==> src/rtl/npu_axi4lite_csr_if.sv <==
// Bus-width package and AXI4-Lite style CSR bus (no response codes) shared by the NPU host port.
// The Slave modport is the register-file side; Master is the host/interconnect side.
package npu_pkg;
   localparam int AXI_A_W = 32;
   localparam int AXI_D_W = 32;
   localparam int AXI_S_W = AXI_D_W / 8;
endpackage

interface AXI4LITE_BUS_SV;
   import npu_pkg::*;

   logic               wa_valid;
   logic               wa_ready;
   logic [AXI_A_W-1:0] wa_addr;
   logic               wd_valid;
   logic               wd_ready;
   logic [AXI_D_W-1:0] wd_data;
   logic [AXI_S_W-1:0] wd_strb;
   logic               wr_valid;
   logic               wr_ready;
   logic               ra_valid;
   logic               ra_ready;
   logic [AXI_A_W-1:0] ra_addr;
   logic               rd_valid;
   logic               rd_ready;
   logic [AXI_D_W-1:0] rd_data;

   modport Master (
      output wa_valid, wa_addr, input wa_ready,
      output wd_valid, wd_data, wd_strb, input wd_ready,
      input wr_valid, output wr_ready,
      output ra_valid, ra_addr, input ra_ready,
      input rd_valid, rd_data, output rd_ready
   );

   modport Slave (
      input wa_valid, wa_addr, output wa_ready,
      input wd_valid, wd_data, wd_strb, output wd_ready,
      output wr_valid, input wr_ready,
      input ra_valid, ra_addr, output ra_ready,
      output rd_valid, rd_data, input rd_ready
   );
endinterface

==> src/rtl/npu_axi4lite_csr.sv <==
// NPU control/status register file behind an AXI4-Lite slave port: job registers, start pulse, DONE/ERR status.
// Optional interrupt output and CTRL.IRQ_EN bit are built only when NPU_CSR_IRQ_EN is defined.
module npu_axi4lite_csr
   import npu_pkg::*;
#(
   parameter logic [31:0] ID_VALUE = 32'h4E50_5501,
   parameter int          LEN_W    = 16
) (
   input  logic             clk,
   input  logic             rst,
   AXI4LITE_BUS_SV.Slave    s_axi,
   input  logic             busy_i,
   input  logic             done_i,
   output logic             start_o,
   output logic [31:0]      src_addr_o,
   output logic [31:0]      dst_addr_o,
   output logic [LEN_W-1:0] len_o
`ifdef NPU_CSR_IRQ_EN
   ,
   output logic             irq_o
`endif
);

   typedef enum logic {W_IDLE, W_RESP} wstate_t;
   typedef enum logic {R_IDLE, R_DATA} rstate_t;

   localparam logic [2:0] A_CTRL = 3'd0, A_STAT = 3'd1, A_SRC = 3'd2,
                          A_DST  = 3'd3, A_LEN  = 3'd4, A_ID   = 3'd5;

   wstate_t              r_wstate, w_wstate_nxt;
   rstate_t              r_rstate, w_rstate_nxt;
   logic                 r_wa_held, r_wd_held;
   logic [2:0]           r_wword;
   logic [AXI_D_W-1:0]   r_wdata;
   logic [AXI_S_W-1:0]   r_wstrb;
   logic [AXI_D_W-1:0]   r_rdata;
   logic [31:0]          r_src, r_dst;
   logic [LEN_W-1:0]     r_len;
   logic                 r_done, r_err, r_start;
   logic                 w_wa_hs, w_wd_hs, w_ra_hs, w_wr_upd;
   logic                 w_sel_ctrl, w_sel_stat;
   logic                 w_start_req, w_start_ok, w_start_err, w_clr_done, w_clr_err;
   logic                 w_irq_en;
   logic [31:0]          w_len_ext, w_len_new, w_wmerge, w_rmux;

   // Byte-lane merge of the held write beat over a register's current value
   function automatic logic [31:0] f_merge(input logic [31:0] old, input logic [31:0] dat,
                                           input logic [3:0] strb);
      for (int b = 0; b < 4; b++)
         f_merge[8*b +: 8] = strb[b] ? dat[8*b +: 8] : old[8*b +: 8];
   endfunction

   assign w_wa_hs = s_axi.wa_valid & s_axi.wa_ready;
   assign w_wd_hs = s_axi.wd_valid & s_axi.wd_ready;
   assign w_ra_hs = s_axi.ra_valid & s_axi.ra_ready;

   // Write channel FSM: W_IDLE collects both beats, the update happens the cycle after both are held
   always_ff @(posedge clk or posedge rst) begin
      if (rst) r_wstate <= W_IDLE;
      else     r_wstate <= w_wstate_nxt;
   end

   always_comb begin
      w_wstate_nxt   = r_wstate;
      s_axi.wa_ready = 1'b0;
      s_axi.wd_ready = 1'b0;
      s_axi.wr_valid = 1'b0;
      w_wr_upd       = 1'b0;
      case (r_wstate)
         W_IDLE: begin
            s_axi.wa_ready = ~r_wa_held;
            s_axi.wd_ready = ~r_wd_held;
            if (r_wa_held && r_wd_held) begin
               w_wr_upd     = 1'b1;
               w_wstate_nxt = W_RESP;
            end
         end
         W_RESP: begin
            s_axi.wr_valid = 1'b1;
            if (s_axi.wr_ready) w_wstate_nxt = W_IDLE;
         end
         default: w_wstate_nxt = W_IDLE;
      endcase
   end

   always_ff @(posedge clk or posedge rst) begin
      if (rst) begin
         r_wa_held <= 1'b0;
         r_wd_held <= 1'b0;
         r_wword   <= '0;
         r_wdata   <= '0;
         r_wstrb   <= '0;
      end else if (w_wr_upd) begin
         r_wa_held <= 1'b0;
         r_wd_held <= 1'b0;
      end else begin
         if (w_wa_hs) begin
            r_wa_held <= 1'b1;
            r_wword   <= s_axi.wa_addr[4:2];
         end
         if (w_wd_hs) begin
            r_wd_held <= 1'b1;
            r_wdata   <= s_axi.wd_data;
            r_wstrb   <= s_axi.wd_strb;
         end
      end
   end

   assign w_sel_ctrl  = w_wr_upd && (r_wword == A_CTRL);
   assign w_sel_stat  = w_wr_upd && (r_wword == A_STAT);
   assign w_start_req = w_sel_ctrl & r_wstrb[0] & r_wdata[0];
   assign w_start_ok  = w_start_req & ~busy_i;
   assign w_start_err = w_start_req & busy_i;
   assign w_clr_done  = w_sel_stat & r_wstrb[0] & r_wdata[1];
   assign w_clr_err   = w_sel_stat & r_wstrb[0] & r_wdata[2];

   always_comb begin
      w_len_ext            = '0;
      w_len_ext[LEN_W-1:0] = r_len;
   end

   assign w_wmerge  = f_merge(r_wword == A_SRC ? r_src : r_dst, r_wdata, r_wstrb);
   assign w_len_new = f_merge(w_len_ext, r_wdata, r_wstrb);

   always_ff @(posedge clk or posedge rst) begin
      if (rst) begin
         r_src   <= '0;
         r_dst   <= '0;
         r_len   <= '0;
         r_start <= 1'b0;
         r_done  <= 1'b0;
         r_err   <= 1'b0;
      end else begin
         r_start <= w_start_ok;
         // A set event in the same cycle as a W1C always wins
         r_done  <= done_i | (r_done & ~w_clr_done);
         r_err   <= w_start_err | (r_err & ~w_clr_err);
         if (w_wr_upd && r_wword == A_SRC) r_src <= w_wmerge;
         if (w_wr_upd && r_wword == A_DST) r_dst <= w_wmerge;
         if (w_wr_upd && r_wword == A_LEN) r_len <= w_len_new[LEN_W-1:0];
      end
   end

`ifdef NPU_CSR_IRQ_EN
   logic r_irq_en, r_irq;

   always_ff @(posedge clk or posedge rst) begin
      if (rst) begin
         r_irq_en <= 1'b0;
         r_irq    <= 1'b0;
      end else begin
         if (w_sel_ctrl && r_wstrb[0]) r_irq_en <= r_wdata[1];
         r_irq <= r_irq_en & r_done;
      end
   end

   assign w_irq_en = r_irq_en;
   assign irq_o    = r_irq;
`else
   assign w_irq_en = 1'b0;
`endif

   // Read channel FSM: data registered from the map on the address handshake, held until accepted
   always_ff @(posedge clk or posedge rst) begin
      if (rst) r_rstate <= R_IDLE;
      else     r_rstate <= w_rstate_nxt;
   end

   always_comb begin
      w_rstate_nxt   = r_rstate;
      s_axi.ra_ready = 1'b0;
      s_axi.rd_valid = 1'b0;
      case (r_rstate)
         R_IDLE: begin
            s_axi.ra_ready = 1'b1;
            if (s_axi.ra_valid) w_rstate_nxt = R_DATA;
         end
         R_DATA: begin
            s_axi.rd_valid = 1'b1;
            if (s_axi.rd_ready) w_rstate_nxt = R_IDLE;
         end
         default: w_rstate_nxt = R_IDLE;
      endcase
   end

   always_comb begin
      w_rmux = '0;
      case (s_axi.ra_addr[4:2])
         A_CTRL:  w_rmux = {30'b0, w_irq_en, 1'b0};
         A_STAT:  w_rmux = {29'b0, r_err, r_done, busy_i};
         A_SRC:   w_rmux = r_src;
         A_DST:   w_rmux = r_dst;
         A_LEN:   w_rmux = w_len_ext;
         A_ID:    w_rmux = ID_VALUE;
         default: w_rmux = '0;
      endcase
   end

   always_ff @(posedge clk or posedge rst) begin
      if (rst)          r_rdata <= '0;
      else if (w_ra_hs) r_rdata <= w_rmux;
   end

   assign s_axi.rd_data = r_rdata;
   assign start_o       = r_start;
   assign src_addr_o    = r_src;
   assign dst_addr_o    = r_dst;
   assign len_o         = r_len;

endmodule

==> src/flat_wrapper.sv <==
// flat-port wrapper written by rule: the top's interface ports become plain ports
module npu_axi4lite_csr_flat import npu_pkg::*;
#(
   parameter logic [31:0] ID_VALUE = 32'h4E50_5501,
   parameter int          LEN_W    = 16
)
  (clk, rst, busy_i, done_i, start_o, src_addr_o, dst_addr_o, len_o, s_axi_wa_valid, s_axi_wa_addr, s_axi_wa_ready, s_axi_wd_valid, s_axi_wd_data, s_axi_wd_strb, s_axi_wd_ready, s_axi_wr_valid, s_axi_wr_ready, s_axi_ra_valid, s_axi_ra_addr, s_axi_ra_ready, s_axi_rd_valid, s_axi_rd_data, s_axi_rd_ready);
  AXI4LITE_BUS_SV s_axi_i ();
  input  logic clk;
  input  logic rst;
  input  logic busy_i;
  input  logic done_i;
  output logic start_o;
  output logic [31:0] src_addr_o;
  output logic [31:0] dst_addr_o;
  output logic [LEN_W-1:0] len_o;
  input wire logic [$bits(s_axi_i.wa_valid)-1:0] s_axi_wa_valid;
  input wire logic [$bits(s_axi_i.wa_addr)-1:0] s_axi_wa_addr;
  output wire logic [$bits(s_axi_i.wa_ready)-1:0] s_axi_wa_ready;
  input wire logic [$bits(s_axi_i.wd_valid)-1:0] s_axi_wd_valid;
  input wire logic [$bits(s_axi_i.wd_data)-1:0] s_axi_wd_data;
  input wire logic [$bits(s_axi_i.wd_strb)-1:0] s_axi_wd_strb;
  output wire logic [$bits(s_axi_i.wd_ready)-1:0] s_axi_wd_ready;
  output wire logic [$bits(s_axi_i.wr_valid)-1:0] s_axi_wr_valid;
  input wire logic [$bits(s_axi_i.wr_ready)-1:0] s_axi_wr_ready;
  input wire logic [$bits(s_axi_i.ra_valid)-1:0] s_axi_ra_valid;
  input wire logic [$bits(s_axi_i.ra_addr)-1:0] s_axi_ra_addr;
  output wire logic [$bits(s_axi_i.ra_ready)-1:0] s_axi_ra_ready;
  output wire logic [$bits(s_axi_i.rd_valid)-1:0] s_axi_rd_valid;
  output wire logic [$bits(s_axi_i.rd_data)-1:0] s_axi_rd_data;
  input wire logic [$bits(s_axi_i.rd_ready)-1:0] s_axi_rd_ready;
  assign s_axi_i.wa_valid = s_axi_wa_valid;
  assign s_axi_i.wa_addr = s_axi_wa_addr;
  assign s_axi_wa_ready = s_axi_i.wa_ready;
  assign s_axi_i.wd_valid = s_axi_wd_valid;
  assign s_axi_i.wd_data = s_axi_wd_data;
  assign s_axi_i.wd_strb = s_axi_wd_strb;
  assign s_axi_wd_ready = s_axi_i.wd_ready;
  assign s_axi_wr_valid = s_axi_i.wr_valid;
  assign s_axi_i.wr_ready = s_axi_wr_ready;
  assign s_axi_i.ra_valid = s_axi_ra_valid;
  assign s_axi_i.ra_addr = s_axi_ra_addr;
  assign s_axi_ra_ready = s_axi_i.ra_ready;
  assign s_axi_rd_valid = s_axi_i.rd_valid;
  assign s_axi_rd_data = s_axi_i.rd_data;
  assign s_axi_i.rd_ready = s_axi_rd_ready;
  npu_axi4lite_csr #(.ID_VALUE(ID_VALUE), .LEN_W(LEN_W)) u_core (.clk(clk), .rst(rst), .s_axi(s_axi_i), .busy_i(busy_i), .done_i(done_i), .start_o(start_o), .src_addr_o(src_addr_o), .dst_addr_o(dst_addr_o), .len_o(len_o));
endmodule
==> config.mk <==
export PLATFORM = sky130hd
export DESIGN_NAME = npu_axi4lite_csr_flat
export DESIGN_NICKNAME = d
export VERILOG_FILES = /design/src/rtl/npu_axi4lite_csr_if.sv /design/src/rtl/npu_axi4lite_csr.sv /design/src/flat_wrapper.sv
export SDC_FILE = /design/constraint.sdc
export NUM_CORES = 1
export LEC_CHECK = 0
export ABC_AREA = 1
export BUFFER_PORTS_ARGS = -buffer_cell sky130_fd_sc_hd__buf_4
export CAP_MARGIN = 15
export CORE_UTILIZATION = 48
export DETAILED_ROUTE_END_ITERATION = 10
export PLACE_DENSITY = 0.75
export SLEW_MARGIN = 20
export SYNTH_ARGS = -nofsm -noshare
export SYNTH_HDL_FRONTEND = slang
export SYNTH_SLANG_ARGS = --single-unit
==> constraint.sdc <==
create_clock -name clk -period 13.5 [get_ports clk]
set_input_delay 2.7 -clock clk [delete_from_list [all_inputs] [get_ports clk]]
set_output_delay 2.7 -clock clk [all_outputs]
set_load 0.01 [all_outputs]
==> impl_metrics.yaml <==
synth:
  yosysUniqueCellTypes: 26
  syn_nets: 977
  synth.avg_cell_area_sq_um: 8.538
  synth-xor-area-share_pct: 0
  yosysWarnings: 0
  synth.area.mux_share_pct: 4.862
  synth_compound_area_share_pct: 7.699
  ys_seq_elements: 158
  synth_area_sq_um: 7411
  synth_fa_ha_area_share_pct: 0
  yosys.area_share.simple_pct: 28.77
  ys_seq_area_share_pct: 53.35
  synth_top_family_by_area: "simple AND/OR/NAND/NOR gates"
  synthCells: 868
routing:
  drc_errors: 0
  firstDrtPassIters: 5
  drtIter0Drc: 630
  drt_wl_total_mm: 20.78
  wl_per_cell_um: 17.17
  vias: 6690
  viasPerCell: 5.529
  postRouteAntennaNets: 0
timing:
  final_max_slew_viol_count: 0
  hold_viol: 0
  setup_violations: 0
  hold_slack_ns: 0.4767
  fin_tns_setup_ns: 0
  period_share_pct: 29.51
  finalClockSkew_ns: 0.007326
  setup_slack_ns: 9.516
  fmax_ghz: 0.2510
  period_minus_slack_ns: 3.984
  maxSlewHeadroom_pct: 31.43
  worst_pin_slew_ns: 1.026
  rsz0062_at_grt: "false"
setup_path:
  required_ns: 13.80
  crit_arrival_ns: 4.29
  max_stage_delay_ns: 1.04
  cpLargestDelayFamily: "simple AND/OR/NAND/NOR gates"
  path_cells: "nor2_4 -> nand2_2 -> nor2_4 -> inv_2 -> nand2_1 -> nand2_1"
  cp.buffers_inverters: 1
  path_max_fanout: 34
  reg2regPathDepth: 6
  critPathKind: "reg -> reg"
  start_kind: "flop"
  cp_slowest_cell: "nor2_4"
  end_kind: "flop"
  cp.depth: 6
cts:
  clock_tree.root_cell: "clkbuf_16"
  clk_path_buf_depth: 2
  clock_latency_ns: 0.43
  htree_num_levels: 4
  cts_buffers: 17
  post_cts_buffers: 0
  cts_tree: "done"
  ctsResizeCount: 0
  path_clk_slew_ns: 0.06
  clkSinkCount: 158
  postCtsHoldBufs: 0
job:
  maxCapViolations: 0
final_layout:
  fin_area_sq_um: 9255
  area_growth_pct: 24.89
  final_common_cell: "nand2_1"
  instances_no_fill: 1210
  multi_input_area_sq_um: 3077
  fillCellCount: 1332
  drive_above_1_share_pct: 24.66
  seqCellArea_sq_um: 3954
  most-common-layout-cells: "nand2_1 (380), buf_4 (176), dfrtp_1 (158), nand3_1 (104), o211ai_1 (63)"
  final_nets: 1120
  diodes: 0
global_routing:
  grtUsageTotal_pct: 27.35
  grt-ovfl-total: 0
  grt_start_max_net_pins: 86
  grt_pass1_vias: 6223
  antenna_found_initial: 0
  grt_first_pass_wirelength_mm: 33.24
pwr:
  p_leak_nw: 4.852
  peakVddDrop_mv: 0.1428
  powerDensity_nw_per_um2: 227.8
place:
  dp_worst_setup_slack_ns: 9.103
  dp_hpwl_mm: 12.55
  port-buffer-count: 168
  gp_congestion: 0.8195
  placed_area_sq_um: 8683
  dp.cells: 1180
floorplan:
  core_sq_um: 15150
  die_w_um: 126.3
  die-area_sq_um: 15940
  rows: 45
  start_util_pct: 48.93
  ios: 227
  die_h_um: 126.3
worst_hold_path:
  hold_path.class: "reg -> reg"
  hold_depth: 2
run_status:
  status: "completed"
==> worst register-to-register path: cells and delay by family, from the launching register on <==
family        cells  cell delay, ns
flops             1            0.43
buf+inv           1            0.56
simple gates      5            2.88
==> Yosys cell counts <==
library cell,instances,share of area (%)
clkbuf_1,15,0.76
mux2_2,32,4.9
o21ai_0,8,0.54
nor2_2,2,0.17
a21o_1,1,0.10
nand3_2,1,0.14
nand4_1,5,0.42
o21ai_1,3,0.20
inv_1,16,0.81
nor3_4,1,0.22
a21oi_1,7,0.47
nor2_1,18,0.91
nor3_1,2,0.14
buf_2,21,1.4
nand2_1,381,19
o211ai_1,63,6.4
dfrtp_1,158,53
inv_2,7,0.35
nand2_2,2,0.17
clkinv_1,3,0.15
nand3_1,104,7.0
nor2_4,1,0.15
buf_6,7,1.1
buf_1,3,0.15
buf_4,6,0.61
nor3_2,1,0.14
==> cells by family (layout without fill, tap and decap cells) <==
logic type | Yosys count | count (layout)
multiplexers | 32 | 32
AND/OR/NAND/NOR | 518 | 518
AO/OA/AOI/OAI | 82 | 82
flip-flops | 158 | 158
buffers and inverters | 78 | 232
==> report_power, final <==
part           total, mW  internal [mW]  switching (mW)
registers          0.876          0.671           0.206
logic              0.764          0.337           0.427
clock network      0.468          0.283           0.184
==> routing by layer <==
metal / track usage (%) / up-vias / wire length [um]
li1: - / 3148 / -
met5: 0 / - / 0
met1: 37.00 / 3228 / 8888
met4: 9.355 / 0 / 355
met2: 43.87 / 288 / 9923
met3: 5.735 / 26 / 1608
==> stage by stage <==
stage / utilization, % / power (mW)
2_1_floorplan: - / 1.280
3_3_place_gp: 57.33 / 1.617
3_5_place_dp: 57.33 / 1.639
4_1_cts: 61.07 / 2.110
5_1_grt: 61.11 / 2.239
6_report: 61.11 / 2.108
==> area by class of cell <==
| cell class | count | area share [%] |
|---|---|---|
| clock buffers | 23 | 5.164 |
| clock inverters | 7 | 0.9463 |
| inverters | 26 | 1.109 |
| multi-input cells | 632 | 33.24 |
| flip-flops and latches | 158 | 42.72 |
| well taps | 188 | 2.542 |
| repair buffers | 176 | 14.28 |
==> sequential cells by signal (all words and copies together), names as in the netlist, 3 cells and up <==
signal	flops
u_core.len_o	16
u_core.r_wword	3
u_core.s_axi.rd_data	32
u_core.src_addr_o	32
u_core.r_wstrb	4
u_core.r_wdata	32
u_core.dst_addr_o	32
==> final timing paths <==
path | slack, ns | startpoint | end
min in group asynchronous | 2.42 | rst | u_core.s_axi.rd_data[9]$_DFFE_PP0P_
max in group asynchronous | 9.65 | rst | u_core.dst_addr_o[14]$_DFFE_PP0P_
hold reg to reg | 0.48 | u_core.s_axi.rd_data[4]$_DFFE_PP0P_ | u_core.s_axi.rd_data[4]$_DFFE_PP0P_
setup / recovery | 9.52 | u_core.r_wword[2]$_DFFE_PP0P_ | u_core.src_addr_o[18]$_DFFE_PP0P_
setup reg to reg | 9.52 | u_core.r_wword[2]$_DFFE_PP0P_ | u_core.src_addr_o[18]$_DFFE_PP0P_
hold / removal | 0.48 | u_core.s_axi.rd_data[4]$_DFFE_PP0P_ | u_core.s_axi.rd_data[4]$_DFFE_PP0P_
Note: power is estimated with default switching activity, not from simulation.
